<file path="config.mk">
export PLATFORM = sky130hd
export DESIGN_NAME = mem_arbiter
export DESIGN_NICKNAME = d
export VERILOG_FILES = /design/src/rtl/mem_arb_pkg.sv /design/src/rtl/mem_arbiter.sv
export SDC_FILE = /design/constraint.sdc
export NUM_CORES = 1
export LEC_CHECK = 0
export CAP_MARGIN = 5
export CORE_MARGIN = 4
export CORE_UTILIZATION = 25
export DETAILED_ROUTE_END_ITERATION = 7
export HOLD_SLACK_MARGIN = 0.15
export PLACE_DENSITY = 0.57
export SLEW_MARGIN = 20
export SYNTH_ARGS = -nofsm -noshare
export SYNTH_HDL_FRONTEND = slang
export SYNTH_SLANG_ARGS = --single-unit
</file>
<file path="constraint.sdc">
create_clock -name clk -period 1.7 [get_ports clk]
set_input_delay 0.34 -clock clk [delete_from_list [all_inputs] [get_ports clk]]
set_output_delay 0.34 -clock clk [all_outputs]
set_load 0.005 [all_outputs]
</file>
<file path="src/rtl/mem_arb_pkg.sv">
// Shared types and default widths for the single-port memory arbiter.
// Used by mem_arbiter and anything that needs to name its states or owner.
package mem_arb_pkg;

    localparam int ADDR_W_DEF   = 32;
    localparam int DATA_W_DEF   = 32;
    localparam int FAIR_MAX_DEF = 4;

    typedef enum logic [1:0] {
        IDLE  = 2'd0,
        ISSUE = 2'd1,
        WAIT  = 2'd2,
        DONE  = 2'd3
    } arb_state_t;

    typedef enum logic {
        OWN_FETCH = 1'b0,
        OWN_DATA  = 1'b1
    } arb_owner_t;

    // Bits needed to count data grants up to fair_max (at least one bit).
    function automatic int streak_width(input int fair_max);
        if (fair_max < 2) begin
            return 1;
        end else begin
            return $clog2(fair_max + 1);
        end
    endfunction

endpackage

</file>
<file path="src/rtl/mem_arbiter.sv">
// Fetch/data arbiter for one shared memory port: one outstanding transaction,
// registered request fields, registered per-requester response pulses.
module mem_arbiter
    import mem_arb_pkg::*;
#(
    parameter int ADDR_W   = ADDR_W_DEF,
    parameter int DATA_W   = DATA_W_DEF,
    parameter int FAIR_MAX = FAIR_MAX_DEF
) (
    input  logic                  clk,
    input  logic                  rst_n,
    input  logic                  ifReq,
    input  logic [ADDR_W-1:0]     ifAddr,
    input  logic                  flushF,
    output logic                  ifValid,
    output logic [DATA_W-1:0]     ifRdata,
    input  logic                  dReq,
    input  logic                  dWe,
    input  logic [ADDR_W-1:0]     dAddr,
    input  logic [DATA_W-1:0]     dWdata,
    input  logic [DATA_W/8-1:0]   dWstrb,
    output logic                  dValid,
    output logic [DATA_W-1:0]     dRdata,
    output logic                  stallF,
    output logic                  stallM,
    output logic                  memReq,
    output logic                  memWe,
    output logic [ADDR_W-1:0]     memAddr,
    output logic [DATA_W-1:0]     memWdata,
    output logic [DATA_W/8-1:0]   memWstrb,
    input  logic                  memReady,
    input  logic                  memRvalid,
    input  logic [DATA_W-1:0]     memRdata
);

    localparam int STREAK_W = streak_width(FAIR_MAX);
    localparam logic [STREAK_W-1:0] FAIR_CAP = STREAK_W'(FAIR_MAX);

    arb_state_t             state_q, state_d;
    arb_owner_t             owner_q, owner_d;
    logic                   kill_q, kill_d;
    logic [STREAK_W-1:0]    streak_q, streak_d;
    logic                   mem_req_q, mem_req_d;
    logic                   mem_we_q, mem_we_d;
    logic [ADDR_W-1:0]      mem_addr_q, mem_addr_d;
    logic [DATA_W-1:0]      mem_wdata_q, mem_wdata_d;
    logic [DATA_W/8-1:0]    mem_wstrb_q, mem_wstrb_d;
    logic                   if_valid_q, if_valid_d;
    logic                   d_valid_q, d_valid_d;
    logic [DATA_W-1:0]      if_rdata_q, if_rdata_d;
    logic [DATA_W-1:0]      d_rdata_q, d_rdata_d;
    logic                   grant_fetch_s;
    logic                   grant_data_s;
    logic                   fetch_forced_s;
    logic                   flush_hit_s;

    assign fetch_forced_s = (FAIR_MAX != 0) && (streak_q == FAIR_CAP);
    assign grant_fetch_s  = ifReq && (!dReq || fetch_forced_s);
    assign grant_data_s   = dReq && !grant_fetch_s;
    assign flush_hit_s    = flushF && (owner_q == OWN_FETCH);

    // Next-state, grant, fairness and response-capture logic.
    always_comb begin
        state_d     = state_q;
        owner_d     = owner_q;
        kill_d      = kill_q;
        streak_d    = streak_q;
        mem_req_d   = mem_req_q;
        mem_we_d    = mem_we_q;
        mem_addr_d  = mem_addr_q;
        mem_wdata_d = mem_wdata_q;
        mem_wstrb_d = mem_wstrb_q;
        if_valid_d  = 1'b0;
        d_valid_d   = 1'b0;
        if_rdata_d  = if_rdata_q;
        d_rdata_d   = d_rdata_q;

        case (state_q)
            IDLE: begin
                kill_d = 1'b0;
                if (grant_fetch_s) begin
                    owner_d     = OWN_FETCH;
                    streak_d    = '0;
                    mem_req_d   = 1'b1;
                    mem_we_d    = 1'b0;
                    mem_addr_d  = ifAddr;
                    mem_wdata_d = '0;
                    mem_wstrb_d = '0;
                    state_d     = ISSUE;
                end else if (grant_data_s) begin
                    owner_d     = OWN_DATA;
                    mem_req_d   = 1'b1;
                    mem_we_d    = dWe;
                    mem_addr_d  = dAddr;
                    mem_wdata_d = dWdata;
                    mem_wstrb_d = dWstrb;
                    state_d     = ISSUE;
                    // Only data grants that made fetch wait count toward fairness.
                    if (!ifReq) begin
                        streak_d = '0;
                    end else if (streak_q != FAIR_CAP) begin
                        streak_d = streak_q + STREAK_W'(1);
                    end else begin
                        streak_d = streak_q;
                    end
                end else begin
                    state_d = IDLE;
                end
            end
            ISSUE: begin
                kill_d = kill_q | flush_hit_s;
                if (memReady) begin
                    mem_req_d = 1'b0;
                    state_d   = WAIT;
                end else begin
                    state_d   = ISSUE;
                end
            end
            WAIT: begin
                kill_d = kill_q | flush_hit_s;
                if (memRvalid) begin
                    state_d = DONE;
                    if (owner_q == OWN_FETCH) begin
                        if_rdata_d = memRdata;
                        if_valid_d = !(kill_q || flushF);
                    end else begin
                        d_rdata_d  = memRdata;
                        d_valid_d  = 1'b1;
                    end
                end else begin
                    state_d = WAIT;
                end
            end
            DONE: begin
                kill_d  = 1'b0;
                state_d = IDLE;
            end
            default: begin
                kill_d  = 1'b0;
                state_d = IDLE;
            end
        endcase
    end

    // State and output registers.
    always_ff @(posedge clk or negedge rst_n) begin
        if (!rst_n) begin
            state_q     <= IDLE;
            owner_q     <= OWN_FETCH;
            kill_q      <= 1'b0;
            streak_q    <= '0;
            mem_req_q   <= 1'b0;
            mem_we_q    <= 1'b0;
            mem_addr_q  <= '0;
            mem_wdata_q <= '0;
            mem_wstrb_q <= '0;
            if_valid_q  <= 1'b0;
            d_valid_q   <= 1'b0;
            if_rdata_q  <= '0;
            d_rdata_q   <= '0;
        end else begin
            state_q     <= state_d;
            owner_q     <= owner_d;
            kill_q      <= kill_d;
            streak_q    <= streak_d;
            mem_req_q   <= mem_req_d;
            mem_we_q    <= mem_we_d;
            mem_addr_q  <= mem_addr_d;
            mem_wdata_q <= mem_wdata_d;
            mem_wstrb_q <= mem_wstrb_d;
            if_valid_q  <= if_valid_d;
            d_valid_q   <= d_valid_d;
            if_rdata_q  <= if_rdata_d;
            d_rdata_q   <= d_rdata_d;
        end
    end

    assign memReq   = mem_req_q;
    assign memWe    = mem_we_q;
    assign memAddr  = mem_addr_q;
    assign memWdata = mem_wdata_q;
    assign memWstrb = mem_wstrb_q;
    assign ifValid  = if_valid_q;
    assign dValid   = d_valid_q;
    assign ifRdata  = if_rdata_q;
    assign dRdata   = d_rdata_q;
    assign stallF   = ifReq & ~if_valid_q;
    assign stallM   = dReq & ~d_valid_q;

endmodule
</file>
==> results of run 1 <==
## kinds of logic (layout without fill, tap and decap cells)
group                    Yosys count  after routing  share of synthesized area (%)
AO/OA/AOI/OAI                     85             85                           11.3
adder cells (fa/ha/maj)            6              6                           1.22
buffers and inverters             47            343                           4.22
flip-flops                       143            143                           58.4
multiplexers                      64             64                           11.8
AND/OR/NAND/NOR                  186            186                           13.2
## cells in the mapped netlist
library cell	count	area (um2)
nor3b_1	1	7.51
a21bo_2	1	10.0
buf_6	8	90.1
nor2b_1	3	18.8
o21ai_1	38	190
and2_4	1	8.76
mux2_2	64	721
and3b_1	1	8.76
a221oi_1	1	8.76
o211ai_2	32	400
buf_1	1	3.75
nor3_1	1	5.00
buf_2	18	90.1
a32o_1	1	10.0
nand3_1	2	10.0
inv_1	6	22.5
a2111o_1	1	11.3
a21oi_1	3	15.0
nor2_1	3	11.3
clkbuf_1	14	52.6
o21a_1	2	15.0
nand2_1	141	529
nand4_1	32	200
dfrtp_1	143	3580
nand3b_1	1	7.51
o21ai_0	6	30.0
ha_1	6	75.1
## routing by layer
layer  share of wire (%)  up-vias  global-route usage (%)
met3                 9.1       18                    5.64
li1                    -     2402                       -
met2                  47      191                    23.4
met5                   0        -                       0
met1                  43     2514                    18.2
met4                 1.3        0                    4.05
## cell type report
| type | count | area share, % |
|---|---|---|
| clock buffers | 18 | 4.36 |
| multi-input cells | 341 | 23.0 |
| clock inverters | 13 | 1.76 |
| well taps | 324 | 4.02 |
| repair buffers | 306 | 31.2 |
| inverters | 6 | 0.223 |
| flip-flops and latches | 143 | 35.5 |
## flip-flops by register name, indices dropped and copies added, names as in the netlist, named ones only
name / cells
dRdata: 32
dValid: 1
ifRdata: 32
ifValid: 1
kill_q: 1
memAddr: 32
memReq: 1
memWdata: 32
memWe: 1
memWstrb: 4
owner_q: 1
state_q: 1
streak_q: 3
## worst min path at each step
stage	slack [ps]	depth (start not counted)	startpoint	to
floorplan	40	0	rst_n	async pin
global placement	270	1	rst_n	dRdata[15]$_DFFE_PN0P_
detailed placement	260	1	rst_n	ifRdata[17]$_DFFE_PN0P_
CTS	370	2	rst_n	dRdata[0]$_DFFE_PN0P_
global route	370	2	rst_n	dRdata[0]$_DFFE_PN0P_
finish	370	2	rst_n	ifRdata[17]$_DFFE_PN0P_
## cell usage in the layout, fill, tap and decap left out, types with 4 or more instances in the layout
master,n
inv_6,4
dfrtp_1,143
dlymetal6s2s_1,11
o211ai_2,32
o21ai_0,5
nand4_1,32
clkbuf_16,17
buf_4,18
buf_12,10
mux2_2,64
ha_1,5
clkdlybuf4s50_1,262
o21ai_1,38
inv_1,6
nand2_1,141
## through the flow
| step | total power, mW | std cells | worst slack [ps] |
|---|---|---|---|
| floorplan | 8.58 | 531 | 108 |
| global placement | 13.0 | 1118 | -319 |
| detailed placement | 13.1 | 1118 | -308 |
| CTS | 17.2 | 1150 | 0.890 |
| global route | 18.1 | 1151 | 0.304 |
| finish | 16.9 | 1151 | 57.5 |
## power by group
part           internal [mW]  switching, mW  total, mW
registers               4.96          0.789       5.75
logic                   4.31           2.85       7.15
clock network           2.38           1.61       3.99
total                   11.6           5.25       16.9
## what timing repair did
item,in CTS,in global routing
hold endpoints to repair,67,0
buffers inserted,0,1
hold buffers,1,0
gates resized for setup,3,12
endpoints found under the setup margin,2,14
==> reports/results.txt, run 1 <==
run status: complete, no violations
CTS tree: yes
WL/cell: 17.3 um
Hold Fails Final Rpt: 0
crit-path max cell delay: 550 ps
crit-path cells: clkdlybuf4s50_1
vias in the first global route: 5443
critical path arrival: 1300 ps
Final min period: 1640 ps
fillers: 2352
Least-Margin Pin Slew: 348 ps
Root Driver: clkbuf_16
worst r2r src: state_q[0]$_DFF_PN0_
sequential area share after synthesis: 58.4%
crit start category: flip-flop
drt via density: 4.45
1st-iter DRT viols: 352
Clock Skew: 8.63 ps
number of placement rows: 57
DPL Wire Length: 14000 um
1st-pass router iterations: 4
setup TNS: 0 ps
routed vias: 5125
pwr/cell area: 1680 nW/um2
Reg2Reg Depth: 5
Post-Route Utilization: 41.6%
Distinct cells, synth: 27
clk_lat worst skew: 420 ps
GRT overflow: 0
initial antenna violation count: 0
Final Slew Violations: 0
Setup crit end kind: output port
post-route cell area: 10100 um2
WS Path Type: flip-flop to output port
chip width: 165 um
Routed WL: 19900 um
number of max-cap violations: 0
crit path capture: memWdata[1]
hold slack final: 372 ps
Worst VDD drop: 832 uV
Layout area overhead: 64.4%
Max transition margin: 76.8%
Hold Path Class: input port to async pin
ANT nets after route: 0
area occupied by multi-input gates: 2310 um2
Num CTS Buffers: 17
R2R Setup Slk: 80 ps
setup violators final: 0
FF-to-FF End: ifRdata[29]$_DFFE_PN0P_
RSZ-0062 raised after global routing: no
largest net degree at the start of global routing: 46
Ant. Diodes: 0
Pleak: 4.43 nW
flops & latches, synth: 143
Ys Warns: 0
drc violations: 0
area post-placement: 9420 um2
CP delay by family, top: buffers and inverters
I/O Buffers: 277
Die H: 165 um
share of cells above drive strength 1: 19.6%
Avg Inst Size Synth: 11.5 um2
Syn Inst Count: 531
core footprint: 24200 um2
sequential cell area: 3580 um2
layout net count: 961
syn_nets: 677
GRT Util Overall: 14.5%
clk slew on worst S/H paths: 70 ps
CP Data Required Time: 1360 ps
RD Place Congestion: 0.785
CP Depth: 1
CP max stage cell: clkdlybuf4s50_1
first-pass GRT wire length: 30800 um
CP startpoint: memWdata[1]$_DFFE_PN0P_
die area: 27100 um2
initial cell density of the core: 25.3%
IO Pins: 278
maximum clock path buffer count: 2
Final period util: 96.6%
CP max FO: 2
clock sinks: 143
WP buf/inv: 1
Fmax: 609 MHz
CTS H-tree lvls: 4
Mapped Area: 6130 um2
Note: power is estimated with default switching activity, not from simulation.
==> inputs of run 2 (changes only) <==
--- a/config.mk
+++ b/config.mk
@@ -7,10 +7,10 @@
 export LEC_CHECK = 0
 export CAP_MARGIN = 5
 export CORE_MARGIN = 4
-export CORE_UTILIZATION = 25
+export CORE_UTILIZATION = 40
 export DETAILED_ROUTE_END_ITERATION = 7
 export HOLD_SLACK_MARGIN = 0.15
-export PLACE_DENSITY = 0.57
+export PLACE_DENSITY = 0.82
 export SLEW_MARGIN = 20
 export SYNTH_ARGS = -nofsm -noshare
 export SYNTH_HDL_FRONTEND = slang
==> reports/results.txt, run 2 (same netlist as run 1, synthesis figures left out) <==
Reg2Reg Depth: 5 (unchanged)
FF-to-FF End: ifRdata[24]$_DFFE_PN0P_ (was ifRdata[29]$_DFFE_PN0P_)
Hold Path Class: flip-flop to flip-flop (was input port to async pin)
CP delay by family, top: buffers and inverters (unchanged)
Num CTS Buffers: 17 (unchanged)
setup violators final: 0 (unchanged)
Final Slew Violations: 0 (unchanged)
WL/cell: 18.5 um (was 17.3 um)
largest net degree at the start of global routing: 84 (was 46)
Least-Margin Pin Slew: 455 ps (was 348 ps)
first-pass GRT wire length: 30000 um (was 30800 um)
RD Place Congestion: 0.826 (was 0.785)
CTS H-tree lvls: 4 (unchanged)
vias in the first global route: 5753 (was 5443)
maximum clock path buffer count: 2 (unchanged)
clk slew on worst S/H paths: 60 ps (was 70 ps)
Final period util: 97.2% (was 96.6%)
crit-path max cell delay: 540 ps (was 550 ps)
CP startpoint: ifRdata[16]$_DFFE_PN0P_ (was memWdata[1]$_DFFE_PN0P_)
IO Pins: 278 (unchanged)
1st-iter DRT viols: 215 (was 352)
pwr/cell area: 1700 nW/um2 (was 1680 nW/um2)
WP buf/inv: 1 (unchanged)
CP Depth: 1 (unchanged)
GRT Util Overall: 21.4% (was 14.5%)
drc violations: 0 (unchanged)
Tot Pwr: 16.6 mW (was 16.9 mW)
DPL Wire Length: 13700 um (was 14000 um)
Setup crit end kind: output port (unchanged)
R2R Setup Slk: 80 ps (about the same)
number of placement rows: 44 (was 57)
Ant. Diodes: 0 (unchanged)
Max transition margin: 69.6% (was 76.8%)
crit path capture: ifRdata[16] (was memWdata[1])
worst r2r src: state_q[0]$_DFF_PN0_ (unchanged)
initial cell density of the core: 41.6% (was 25.3%)
Fmax: 605 MHz (was 609 MHz)
drt via density: 5.20 (was 4.45)
clk_lat worst skew: 410 ps (was 420 ps)
hold slack final: 444 ps (was 372 ps)
post-route cell area: 9810 um2 (was 10100 um2)
CP max FO: 2 (unchanged)
clock sinks: 143 (unchanged)
Pleak: 4.30 nW (was 4.43 nW)
I/O Buffers: 277 (unchanged)
share of cells above drive strength 1: 18.7% (was 19.6%)
setup bufs post-CTS: 0 (unchanged)
CTS tree: yes (unchanged)
number of max-cap violations: 0 (unchanged)
fillers: 1093 (was 2352)
Root Driver: clkbuf_16 (unchanged)
CP max stage cell: clkdlybuf4s50_1 (unchanged)
GRT overflow: 0 (unchanged)
most common cell after layout, fill and taps aside: clkdlybuf4s50_1 (unchanged)
area post-placement: 9200 um2 (was 9420 um2)
Layout area overhead: 60.1% (was 64.4%)
commonest cells after routing, fill and taps aside: clkdlybuf4s50_1, dfrtp_1, nand2_1, mux2_2, o21ai_1 (unchanged)
Final min period: 1650 ps (was 1640 ps)
critical path arrival: 1310 ps (was 1300 ps)
chip width: 132 um (was 165 um)
ANT nets after route: 0 (unchanged)
crit start category: flip-flop (unchanged)
crit-path cells: clkdlybuf4s50_1 (unchanged)
RSZ-0062 raised after global routing: no (unchanged)
Routed WL: 18600 um (was 19900 um)
layout net count: 952 (was 961)
die area: 17400 um2 (was 27100 um2)
routed vias: 5207 (was 5125)
WS Path Type: flip-flop to output port (unchanged)
Clock Skew: 6.91 ps (was 8.63 ps)
Hold Fails Final Rpt: 0 (unchanged)
initial antenna violation count: 0 (unchanged)
run status: complete, no violations (unchanged)
core footprint: 14800 um2 (was 24200 um2)
Post-Layout Cell Count: 1002 (was 1151)
CP Data Required Time: 1360 ps (about the same)
1st-pass router iterations: 4 (unchanged)
Worst VDD drop: 1020 uV (was 832 uV)
Die H: 132 um (was 165 um)
dpl cells: 970 (was 1118)
run 2: worst min path at each step:
stage | from | to | slack [ps] | depth (start not counted)
final | kill_q$_DFF_PN0_ | ifValid$_DFF_PN0_ | 440 | 1
after global routing | dWdata[5] | memWdata[5]$_DFFE_PN0P_ | 460 | 3
after CTS | dWstrb[1] | memWstrb[1]$_DFFE_PN0P_ | 440 | 3
after detailed placement | rst_n | dRdata[27]$_DFFE_PN0P_ | 350 | 2
after global placement | rst_n | ifRdata[29]$_DFFE_PN0P_ | 350 | 2
after floorplan | rst_n | async pin | 40 | 0
run 2: final cells by class:
class / instances / area (um2) / area share, %
clock inverter: 12 / 138 / 1.40
clock buffer: 19 / 453 / 4.61
sequential: 143 / 3580 / 36.5
multi-input combinational: 341 / 2310 / 23.6
tap: 184 / 230 / 2.35
timing repair buffer: 297 / 3080 / 31.4
inverter: 6 / 22.5 / 0.229
run 2: what timing repair did:
action,CTS,global route
hold endpoints to repair,143,0
gates resized for setup,4,8
cloned,0,0
endpoints found under the setup margin,4,43
hold buffers,1,0
run 2: metrics by stage:
step	setup TNS, ps	util, %	setup slack, ps
2_1_floorplan	0	-	108
3_3_place_gp	-12490	62.3	-244
3_5_place_dp	-14190	62.3	-241
4_1_cts	0	66.4	5.61
5_1_grt	0	66.5	1.01
6_report	0	66.5	47.6
run 2: per-layer routing:
layer / vias up / global-route usage (%) / part of all wire [%]
met5: - / 0 / 0
met4: 0 / 10.2 / 3.5
met3: 44 / 9.20 / 8.7
met2: 218 / 36.1 / 51
met1: 2545 / 23.2 / 37
li1: 2400 / - / -
run 2: where the power goes:
| part | leakage [nW] | switching [mW] | internal (mW) |
|---|---|---|---|
| Clock | 0.274 | 1.45 | 2.24 |
| Combinational | 2.24 | 2.84 | 4.28 |
| Sequential | 1.78 | 0.876 | 4.97 |
| Total | 4.30 | 5.16 | 11.5 |
==> inputs of run 3 (changes only) <==
--- a/config.mk
+++ b/config.mk
@@ -5,7 +5,6 @@
 export SDC_FILE = /design/constraint.sdc
 export NUM_CORES = 1
 export LEC_CHECK = 0
-export CAP_MARGIN = 5
 export CORE_MARGIN = 4
 export CORE_UTILIZATION = 40
 export DETAILED_ROUTE_END_ITERATION = 7
==> constraint.sdc (replaced) <==
create_clock -name clk -period 2 [get_ports clk]
set_input_delay 0.4 -clock clk [delete_from_list [all_inputs] [get_ports clk]]
set_output_delay 0.4 -clock clk [all_outputs]
set_load 0.005 [all_outputs]
==> reports/results.txt, run 3 (same netlist as run 1, synthesis figures left out) <==
layout net count: 951 (was 952)
I/O Buffers: 277 (unchanged)
routed vias: 5274 (was 5207)
number of placement rows: 44 (unchanged)
Post-Route Utilization: 66.1% (was 66.5%)
Hold Fails Final Rpt: 0 (unchanged)
Routed WL: 18700 um (was 18600 um)
core footprint: 14800 um2 (unchanged)
Pleak: 4.22 nW (was 4.30 nW)
Setup crit end kind: output port (unchanged)
first-pass GRT wire length: 30200 um (was 30000 um)
crit-path max cell delay: 510 ps (was 540 ps)
1st-iter DRT viols: 256 (was 215)
CP max FO: 2 (unchanged)
DPL Wire Length: 13700 um (about the same)
clock sinks: 143 (unchanged)
ANT nets after route: 0 (unchanged)
crit start category: input port (was flip-flop)
switching share of power: 31.1% (was 31.0%)
dpl cells: 969 (was 970)
Max transition margin: 71.1% (was 69.6%)
1st-pass router iterations: 4 (unchanged)
sequential cell area: 3580 um2 (unchanged)
Final min period: 1910 ps
drc violations: 0 (unchanged)
area post-placement: 9160 um2 (was 9200 um2)
crit-path cells: clkdlybuf4s50_1 -> nor2b_1 -> clkdlybuf4s50_1 (was clkdlybuf4s50_1)
IO Pins: 278 (unchanged)
CP max stage cell: clkdlybuf4s50_1 (unchanged)
Layout area overhead: 59.0% (was 60.1%)
die area: 17400 um2 (unchanged)
clk slew on worst S/H paths: 60 ps (about the same)
Die H: 132 um (unchanged)
drt via density: 5.27 (was 5.20)
CTS tree: yes (unchanged)
RD Place Congestion: 0.851 (was 0.826)
Ant. Diodes: 0 (unchanged)
share of cells above drive strength 1: 18.5% (was 18.7%)
Clk pwr share: 21.7% (was 22.1%)
pwr/cell area: 1440 nW/um2 (was 1700 nW/um2)
setup bufs post-CTS: 0 (unchanged)
combinational share of power: 42.8% (about the same)
Clock Skew: 4.79 ps (was 6.91 ps)
fillers: 1077 (was 1093)
GRT overflow: 0 (unchanged)
WP buf/inv: 2 (was 1)
most common cell after layout, fill and taps aside: clkdlybuf4s50_1 (unchanged)
run status: complete, no violations (unchanged)
Int Pwr: 9.68 mW (was 11.5 mW)
chip width: 132 um (unchanged)
CP Data Required Time: 1600 ps (was 1360 ps)
Final Slew Violations: 0 (unchanged)
most used cell along the critical path: clkdlybuf4s50_1
WL/cell: 18.6 um (was 18.5 um)
initial antenna violation count: 0 (unchanged)
CTS H-tree lvls: 4 (unchanged)
Root Driver: clkbuf_16 (unchanged)
setup TNS: 0 ps (unchanged)
number of max-cap violations: 0 (unchanged)
RSZ-0062 raised after global routing: no (unchanged)
vias in the first global route: 5745 (was 5753)
Reg power frac: 35.5% (was 35.1%)
CP delay by family, top: buffers and inverters (unchanged)
Least-Margin Pin Slew: 434 ps (was 455 ps)
area occupied by multi-input gates: 2320 um2 (was 2310 um2)
net switching power: 4.38 mW (was 5.16 mW)
GRT Util Overall: 21.5% (was 21.4%)
largest net degree at the start of global routing: 49 (was 84)
critical path arrival: 1510 ps (was 1310 ps)
Worst VDD drop: 812 uV (was 1020 uV)
Fmax: 524 MHz
maximum clock path buffer count: 2 (unchanged)
Final period util: 95.4%
Hold Path Class: flip-flop to flip-flop (unchanged)
commonest cells after routing, fill and taps aside: clkdlybuf4s50_1, dfrtp_1, nand2_1, mux2_2, o21ai_1 (unchanged)
initial cell density of the core: 41.6% (unchanged)
clk_lat worst skew: 400 ps (was 410 ps)
setup violators final: 0 (unchanged)
Num CTS Buffers: 17 (unchanged)
WS Path Type: input port to output port (was flip-flop to output port)
post-route cell area: 9750 um2 (was 9810 um2)
Post-Layout Cell Count: 1001 (was 1002)
run 3: worst paths after layout:
| kind | from | endpoint | slack (ps) | cells past startpoint |
|---|---|---|---|---|
| max | ifReq | stallF | 90 | 3 |
| min in group asynchronous | rst_n | ifRdata[21]$_DFFE_PN0P_ | 490 | 2 |
| max in group asynchronous | rst_n | dRdata[7]$_DFFE_PN0P_ | 930 | 3 |
| min reg2reg | kill_q$_DFF_PN0_ | ifValid$_DFF_PN0_ | 440 | 1 |
| max reg2reg | streak_q[0]$_DFFE_PN0P_ | memAddr[27]$_DFFE_PN0P_ | 350 | 6 |
| min | kill_q$_DFF_PN0_ | ifValid$_DFF_PN0_ | 440 | 1 |
run 3: per-layer routing:
metal / vias up / routed length [um] / track usage (%)
met5: - / 0 / 0
met4: 0 / 556 / 8.69
met3: 37 / 1720 / 9.16
met2: 244 / 9370 / 36.9
met1: 2607 / 7010 / 23.6
li1: 2386 / - / -
run 3: power groups by stage:
stage | Clock (mW) | Sequential, mW | Combinational (mW)
after floorplan | 0 | 5.01 | 2.29
final | 3.06 | 4.98 | 6.02
after global placement | 0 | 4.91 | 5.89
after CTS | 3.13 | 4.98 | 6.11
after global routing | 3.25 | 5.13 | 6.55
after detailed placement | 0 | 5.01 | 6.06
run 3: layout make-up:
cell class | count | area share [%]
timing repair buffer | 296 | 31.1
clock buffer | 18 | 4.40
multi-input combinational | 341 | 23.8
clock inverter | 13 | 1.44
tap | 184 | 2.36
sequential | 143 | 36.7
inverter | 6 | 0.231
run 3: per-stage QoR:
| step | total power, mW | hold WS, ps | setup WS [ps] |
|---|---|---|---|
| floorplan | 7.29 | 104 | 408 |
| finish | 14.1 | 437 | 91.9 |
| global route | 14.9 | 448 | 32.5 |
| global placement | 10.8 | 353 | -149 |
| detailed placement | 11.1 | 360 | -145 |
| CTS | 14.2 | 435 | 85.8 |
run 3: timing repair:
item,4_1_cts,5_1_grt
hold buffers,1,0
hold endpoints to repair,42,0
setup endpoints to repair,1,0
resized for setup,3,0
